`src/rtl/nids_inst_encoder.sv`:
```
// -----------------------------------------------------------------------------
// nids_inst_encoder
//
// Program loader for the NIDS core. Accepts compact command records over a
// valid/ready handshake, encodes each one into a 32-bit RV32-style
// instruction word (the inverse of the core's decoder, including the
// pattern-load extension and the halt word), and writes the words into
// sequential instruction-memory addresses starting at 0.
//
// Build option:
//   AUTO_HALT_EN  when defined, a record flagged cmd_last is followed
//                 automatically by a halt word. When undefined, cmd_last
//                 is ignored and only an explicit HALT record, or an
//                 overflow, ends the program.
//
// Parameters:
//   AW            imem address width; program capacity is 2**AW words.
//                 The top address is reserved for the halt word.
//
// Ports:
//   clk, rst_n    clock, asynchronous active-low reset
//   start         one-cycle pulse: restart from address 0, clear status
//   cmd_valid     command record valid
//   cmd_ready     encoder can accept a record this cycle
//   cmd_type      0 R-R, 1 R-I, 2 LD, 3 SD, 4 LUI, 5 BRANCH, 6 JAL,
//                 7 JALR, 8 PATTERN_LD, 9 HALT
//   cmd_alu       ALU code (0 add, 1 sub, 2 or, 3 and, 6 sll, 7 srl);
//                 branch funct3 in [2:0] for BRANCH
//   cmd_rd/rs1/rs2 register fields
//   cmd_imm       immediate; pattern address in [4:0] for PATTERN_LD
//   cmd_last      final record of the program
//   imem_we/addr/wdata  instruction-memory write port
//   prog_done     program complete (held until the next start)
//   prog_len      words written, including the halt word
//   err_illegal   sticky: an illegal record was dropped
//   err_overflow  sticky: a record did not fit before the halt slot
// -----------------------------------------------------------------------------
module nids_inst_encoder #(
  parameter int AW = 6
) (
  input  logic          clk,
  input  logic          rst_n,
  input  logic          start,
  input  logic          cmd_valid,
  output logic          cmd_ready,
  input  logic [3:0]    cmd_type,
  input  logic [3:0]    cmd_alu,
  input  logic [4:0]    cmd_rd,
  input  logic [4:0]    cmd_rs1,
  input  logic [4:0]    cmd_rs2,
  input  logic [20:0]   cmd_imm,
  input  logic          cmd_last,
  output logic          imem_we,
  output logic [AW-1:0] imem_addr,
  output logic [31:0]   imem_wdata,
  output logic          prog_done,
  output logic [AW:0]   prog_len,
  output logic          err_illegal,
  output logic          err_overflow
);

`ifdef AUTO_HALT_EN
  localparam logic AUTO_HALT = 1'b1;
`else
  localparam logic AUTO_HALT = 1'b0;
`endif

  localparam logic [6:0]  OP_RR     = 7'b0110011;
  localparam logic [6:0]  OP_RI     = 7'b0010011;
  localparam logic [6:0]  OP_LOAD   = 7'b0000011;
  localparam logic [6:0]  OP_STORE  = 7'b0100011;
  localparam logic [6:0]  OP_LUI    = 7'b0110111;
  localparam logic [6:0]  OP_BRANCH = 7'b1100011;
  localparam logic [6:0]  OP_JAL    = 7'b1101111;
  localparam logic [6:0]  OP_JALR   = 7'b1100111;
  localparam logic [31:0] HALT_WORD = 32'h0000007F;

  // Highest address; only a halt word may be written here.
  localparam logic [AW:0] LAST_SLOT = {1'b0, {AW{1'b1}}};

  typedef enum logic [2:0] {
    S_IDLE,
    S_ACCEPT,
    S_WRITE,
    S_HALT,
    S_DONE
  } state_t;

  state_t       state_reg, state_next;
  logic [AW:0]  wr_ptr_reg, wr_ptr_next;     // one extra bit so DEPTH is representable
  logic [31:0]  word_reg, word_next;
  logic         last_reg, last_next;
  logic         halt_reg, halt_next;
  logic [AW:0]  prog_len_reg, prog_len_next;
  logic         err_illegal_reg, err_illegal_next;
  logic         err_overflow_reg, err_overflow_next;

  // ---------------------------------------------------------------------------
  // Record encoder (purely combinational on the command inputs)
  // ---------------------------------------------------------------------------
  logic [31:0] enc_word;
  logic        enc_illegal;
  logic        enc_halt;
  logic [2:0]  alu_f3;
  logic        alu_ok;
  logic        alu_shift;

  always_comb begin
    alu_f3 = 3'b000;
    alu_ok = 1'b1;
    unique case (cmd_alu)
      4'd0, 4'd1: alu_f3 = 3'b000;
      4'd2:       alu_f3 = 3'b110;
      4'd3:       alu_f3 = 3'b111;
      4'd6:       alu_f3 = 3'b001;
      4'd7:       alu_f3 = 3'b101;
      default:    alu_ok = 1'b0;
    endcase
  end

  assign alu_shift = (cmd_alu == 4'd6) || (cmd_alu == 4'd7);

  always_comb begin
    enc_word    = 32'h0;
    enc_illegal = 1'b0;
    enc_halt    = 1'b0;
    unique case (cmd_type)
      4'd0: begin // R-R
        enc_illegal = !alu_ok;
        enc_word = {(cmd_alu == 4'd1) ? 7'b0100000 : 7'b0000000,
                    cmd_rs2, cmd_rs1, alu_f3, cmd_rd, OP_RR};
      end
      4'd1: begin // R-I; there is no subtract-immediate
        enc_illegal = !alu_ok || (cmd_alu == 4'd1);
        if (alu_shift)
          enc_word = {7'b0000000, cmd_imm[4:0], cmd_rs1, alu_f3, cmd_rd, OP_RI};
        else
          enc_word = {cmd_imm[11:0], cmd_rs1, alu_f3, cmd_rd, OP_RI};
      end
      4'd2: begin // LD
        enc_word = {cmd_imm[11:0], cmd_rs1, 3'b010, cmd_rd, OP_LOAD};
      end
      4'd3: begin // SD
        enc_word = {cmd_imm[11:5], cmd_rs2, cmd_rs1, 3'b010, cmd_imm[4:0], OP_STORE};
      end
      4'd4: begin // LUI
        enc_word = {cmd_imm[19:0], cmd_rd, OP_LUI};
      end
      4'd5: begin // BRANCH; funct3 010/011 are unassigned
        enc_illegal = (cmd_alu[2:1] == 2'b01);
        enc_word = {cmd_imm[12], cmd_imm[10:5], cmd_rs2, cmd_rs1, cmd_alu[2:0],
                    cmd_imm[4:1], cmd_imm[11], OP_BRANCH};
      end
      4'd6: begin // JAL
        enc_word = {cmd_imm[20], cmd_imm[10:1], cmd_imm[11], cmd_imm[19:12],
                    cmd_rd, OP_JAL};
      end
      4'd7: begin // JALR
        enc_word = {cmd_imm[11:0], cmd_rs1, 3'b000, cmd_rd, OP_JALR};
      end
      4'd8: begin // PATTERN_LD: pattern address lives in the top five bits
        enc_word = {cmd_imm[4:0], 7'b0000000, cmd_rs1, 3'b001, cmd_rd, OP_LOAD};
      end
      4'd9: begin // HALT
        enc_halt = 1'b1;
        enc_word = HALT_WORD;
      end
      default: enc_illegal = 1'b1;
    endcase
  end

  // ---------------------------------------------------------------------------
  // Loader FSM: state register
  // ---------------------------------------------------------------------------
  always_ff @(posedge clk or negedge rst_n) begin
    if (!rst_n) begin
      state_reg        <= S_IDLE;
      wr_ptr_reg       <= '0;
      word_reg         <= '0;
      last_reg         <= 1'b0;
      halt_reg         <= 1'b0;
      prog_len_reg     <= '0;
      err_illegal_reg  <= 1'b0;
      err_overflow_reg <= 1'b0;
    end else begin
      state_reg        <= state_next;
      wr_ptr_reg       <= wr_ptr_next;
      word_reg         <= word_next;
      last_reg         <= last_next;
      halt_reg         <= halt_next;
      prog_len_reg     <= prog_len_next;
      err_illegal_reg  <= err_illegal_next;
      err_overflow_reg <= err_overflow_next;
    end
  end

  // ---------------------------------------------------------------------------
  // Loader FSM: next state and outputs
  // ---------------------------------------------------------------------------
  always_comb begin
    state_next        = state_reg;
    wr_ptr_next       = wr_ptr_reg;
    word_next         = word_reg;
    last_next         = last_reg;
    halt_next         = halt_reg;
    prog_len_next     = prog_len_reg;
    err_illegal_next  = err_illegal_reg;
    err_overflow_next = err_overflow_reg;
    cmd_ready         = 1'b0;
    imem_we           = 1'b0;
    imem_wdata        = 32'h0;

    if (start) begin
      // Restart from any state. Strobes stay low, which also suppresses a
      // write that would otherwise land in this cycle, and cmd_ready stays
      // low so a coincident record is never accepted.
      state_next        = S_ACCEPT;
      wr_ptr_next       = '0;
      prog_len_next     = '0;
      err_illegal_next  = 1'b0;
      err_overflow_next = 1'b0;
    end else begin
      unique case (state_reg)
        S_IDLE: ;

        S_ACCEPT: begin
          cmd_ready = 1'b1;
          if (cmd_valid) begin
            if (enc_illegal) begin
              // Dropped without consuming an address.
              err_illegal_next = 1'b1;
            end else if (!enc_halt && (wr_ptr_reg == LAST_SLOT)) begin
              // Only the halt slot is left; drop the record and close out.
              err_overflow_next = 1'b1;
              state_next        = S_HALT;
            end else begin
              word_next  = enc_word;
              last_next  = cmd_last;
              halt_next  = enc_halt;
              state_next = S_WRITE;
            end
          end
        end

        S_WRITE: begin
          imem_we     = 1'b1;
          imem_wdata  = word_reg;
          wr_ptr_next = wr_ptr_reg + 1'b1;
          if (AUTO_HALT && last_reg) begin
            state_next = S_HALT;
          end else if (halt_reg) begin
            state_next    = S_DONE;
            prog_len_next = wr_ptr_reg + 1'b1;
          end else begin
            state_next = S_ACCEPT;
          end
        end

        S_HALT: begin
          imem_we       = 1'b1;
          imem_wdata    = HALT_WORD;
          wr_ptr_next   = wr_ptr_reg + 1'b1;
          prog_len_next = wr_ptr_reg + 1'b1;
          state_next    = S_DONE;
        end

        S_DONE: ;

        default: state_next = S_IDLE;
      endcase
    end
  end

  assign imem_addr    = wr_ptr_reg[AW-1:0];
  assign prog_done    = (state_reg == S_DONE);
  assign prog_len     = prog_len_reg;
  assign err_illegal  = err_illegal_reg;
  assign err_overflow = err_overflow_reg;

endmodule
```
`config.mk`:
```
export PLATFORM = sky130hd
export DESIGN_NAME = nids_inst_encoder
export DESIGN_NICKNAME = d
export VERILOG_FILES = /design/src/rtl/nids_inst_encoder.sv
export SDC_FILE = /design/constraint.sdc
export NUM_CORES = 1
export LEC_CHECK = 0
export BUFFER_PORTS_ARGS = -buffer_cell sky130_fd_sc_hd__buf_2
export CELL_PAD_IN_SITES_DETAIL_PLACEMENT = 2
export CELL_PAD_IN_SITES_GLOBAL_PLACEMENT = 2
export CORE_ASPECT_RATIO = 1.25
export CORE_UTILIZATION = 32
export CTS_CLUSTER_DIAMETER = 150
export DETAILED_ROUTE_END_ITERATION = 10
export GPL_TIMING_DRIVEN = 1
export PLACE_DENSITY_LB_ADDON = 0.1
export SLEW_MARGIN = 20
export SYNTH_ARGS = -nofsm -noshare
export SYNTH_HDL_FRONTEND = slang
export SYNTH_SLANG_ARGS = --single-unit
```
`constraint.sdc`:
```
create_clock -name clk -period 2.7 [get_ports clk]
set_clock_uncertainty 0.2 [all_clocks]
set_input_delay 0.27 -clock clk [delete_from_list [all_inputs] [get_ports clk]]
set_output_delay 0.27 -clock clk [all_outputs]
set_load 0.05 [all_outputs]
```
==> impl_metrics.toml <==
[sta]
period_needed_ns = 2.52
period_share = 0.933
finalHoldViolCount = 0
fmax_mhz = 397
finalSetupTns_ns = 0
slew_viol_final = 0
relSlewSlack = 0.599
worst_pin_slew_ns = 0.602
rsz0062_at_grt = "no"
finalSetupViolations = 0

[critical_path]
r2r_start = "wr_ptr_reg[0]"
setup.worst_path.start = "wr_ptr_reg[0]"
startpoint_type = "register"
crit_path_end_kind = "register"
reg2reg_setup_slack_ns = 0.18
r2r-end = "word_reg[6]"
cp.arrival_ns = 2.50
required_ns = 2.68
critPathKind = "reg2reg"
worstPathMaxFanout = 10
reg2reg_depth = 7

[hold_path]
min_to = "err_illegal"
whs_path_depth = 3
hold_class = "in2reg"
min_from = "cmd_valid"

[clocking]
cts-root-buf = "clkbuf_16"
cts_setup_buffers = 0
path_clk_slew_ns = 0.08
cts_max_level = 2
clk_path_buf_depth = 2
worstSkewPairLatency_ns = 0.30
cts_tree = "built"
clock-sinks = 51
cts_buffers = 5

[synthesis]
netlist_top_cells_count = "51 x dfrtp_1, 28 x mux2_4, 28 x nor2_1, 27 x nand2_1, 26 x and2_1"
synthesis.area_um2 = 3510
synthCells = 370
synth_top_area_cell = "dfrtp_1"
synth_ff_type = "dfrtp_1"
synth_seq_cells = 51
async_reset_ff_frac = 1.00
synth_fp_nets = 420
synth_most_common_cell = "dfrtp_1"
yosysSeqAreaShare = 0.364
netlist_top_cells_area = "dfrtp_1 36%, mux2_4 12%, and2_1 4.6%"
ys_warn_count = 0
netlist-cell-type-count = 54
synth_edf_count = 0
synth.top_cell.area_share = 0.364
synth_area_per_cell_um2 = 9.48

[final_layout]
area_growth_pct = 22.7
fin_area_um2 = 4300
regArea_um2 = 1280
multi_input_area_um2 = 2040
instances_no_fill = 590
largest_reg_flops = 31
layout-drive-gt1-share = 0.349
fill_cells = 1220
final_nets = 507
diodes = 0

[global_routing]
grt_max_degree = 29
antenna_found_initial = 0
overflow = 0
grt_pass1_vias = 3405
grt_pass1_wl_mm = 17.7
grt_usage = 0.201

[place]
post_dp_cell_area_um2 = 4140
placed_cells = 581
hpwl_mm = 8.47
io_buffers = 97
gp_congestion = 0.787

[die]
dieArea_um2 = 11400
start_util = 0.330
die_h_um = 119
row_count = 42
fp.coreArea_um2 = 10600
ioPinCount = 99
die_x_um = 95.6

[pwr]
combPwrFrac = 0.263
clockPowerShare = 0.295
switching_share = 0.306
max-vdd-ir-drop_v = 0.000291
p_int_mw = 1.55
leakage_nw = 2.10
power_frac_seq = 0.442
power_density_nw_per_um2 = 518
switchingPower_uw = 682

[run_status]
outcome = "completed"

[drt]
first_pass_iters = 4
drt_wl_total_mm = 10.8
wl_per_cell_um = 18.3
first_iter_violations = 68
via_count = 3101
via_per_inst = 5.26
post-route-drc-count = 0
drtAntennaViolNets = 0

[flow_run]
drv_cap = 0
## worst max-delay path, cell delays in order, from the launching register on
cell and delay, ns:
dfrtp_2 0.41, ha_1 0.23, nand3_1 0.17, or2_1 0.33, or3_1 0.40, nand2_2 0.11
buf_4 0.23, mux2_4 0.32
## power groups by stage
| stage | clock network [mW] | registers, mW | logic [mW] |
|---|---|---|---|
| after floorplan | 0 | 0.989 | 0.414 |
| after global placement | 0 | 0.999 | 0.578 |
| after detailed placement | 0 | 1.00 | 0.594 |
| after CTS | 0.681 | 0.988 | 0.598 |
| after global routing | 0.711 | 1.00 | 0.639 |
| final | 0.657 | 0.986 | 0.587 |
## cells in the final DEF, fill, tap and decap left out, types with 3 or more instances in the layout
| master | count |
|---|---|
| buf_2 | 97 |
| or3_1 | 7 |
| a32oi_1 | 4 |
| a22oi_1 | 3 |
| buf_4 | 15 |
| nand3b_1 | 4 |
| mux2i_1 | 13 |
| o2bb2ai_1 | 7 |
| nor3_1 | 4 |
| xnor2_1 | 4 |
| clkbuf_16 | 5 |
| nor3b_1 | 3 |
| xor2_1 | 5 |
| o21ai_0 | 20 |
| dfrtp_1 | 50 |
| nor2_1 | 28 |
| nand2b_1 | 5 |
| a211oi_1 | 7 |
| nand3_1 | 6 |
| o22ai_1 | 4 |
| nor2b_1 | 12 |
| mux2_4 | 28 |
| and2_1 | 26 |
| inv_1 | 5 |
| a31oi_1 | 3 |
| o21a_1 | 6 |
| nand2_1 | 27 |
| a21oi_1 | 22 |
## cell families after synthesis
logic type,count (synthesis),share of synthesized area
xor gates and xnor gates,9,0.0225
muxes,43,0.167
adders and majority gates,1,0.00357
DFF,51,0.364
buffers and inverters,40,0.0592
and+or+nand+nor,133,0.205
AOI/OAI and AO/OA,93,0.180
## cell type report
cell class	count	share of cell area
timing repair buffer	115	0.151
tap	132	0.0384
clock buffer	5	0.0291
sequential	51	0.297
inverter	5	0.00436
multi-input combinational	279	0.475
clock inverter	3	0.00582
## repair_timing
item                                   in CTS  in global routing
endpoints found under the hold margin      23                  0
setup endpoints to repair                   0                 16
hold buffers                                1                  0
resized for setup                           0                  1
## stage by stage
step	utilization	setup slack (ns)	power (mW)	hold slack (ns)
floorplan	-	0.117	1.40	-0.226
finish	0.405	0.182	2.23	0.122
global placement	0.390	0.216	1.58	0.112
CTS	0.405	0.132	2.27	0.125
detailed placement	0.390	0.157	1.59	0.122
global route	0.405	0.0174	2.35	0.133
## worst max-delay path by stage
stage | end | slack [ns] | cells after the start
3_5_place_dp | word_reg[17] | 0.16 | 7
3_3_place_gp | word_reg[18] | 0.22 | 7
4_1_cts | word_reg[6] | 0.13 | 7
5_1_grt | word_reg[16] | 0.02 | 7
2_1_floorplan | imem_wdata[11] | 0.12 | 5
6_report | word_reg[6] | 0.18 | 7
## routing by layer
layer	track usage	vias to the layer above	share of wire
met4	0.0448	0	0.0097
met3	0.0281	7	0.035
li1	-	1481	-
met1	0.247	1549	0.43
met2	0.363	64	0.52
met5	0	-	0
(Power assumes the default switching activity.)
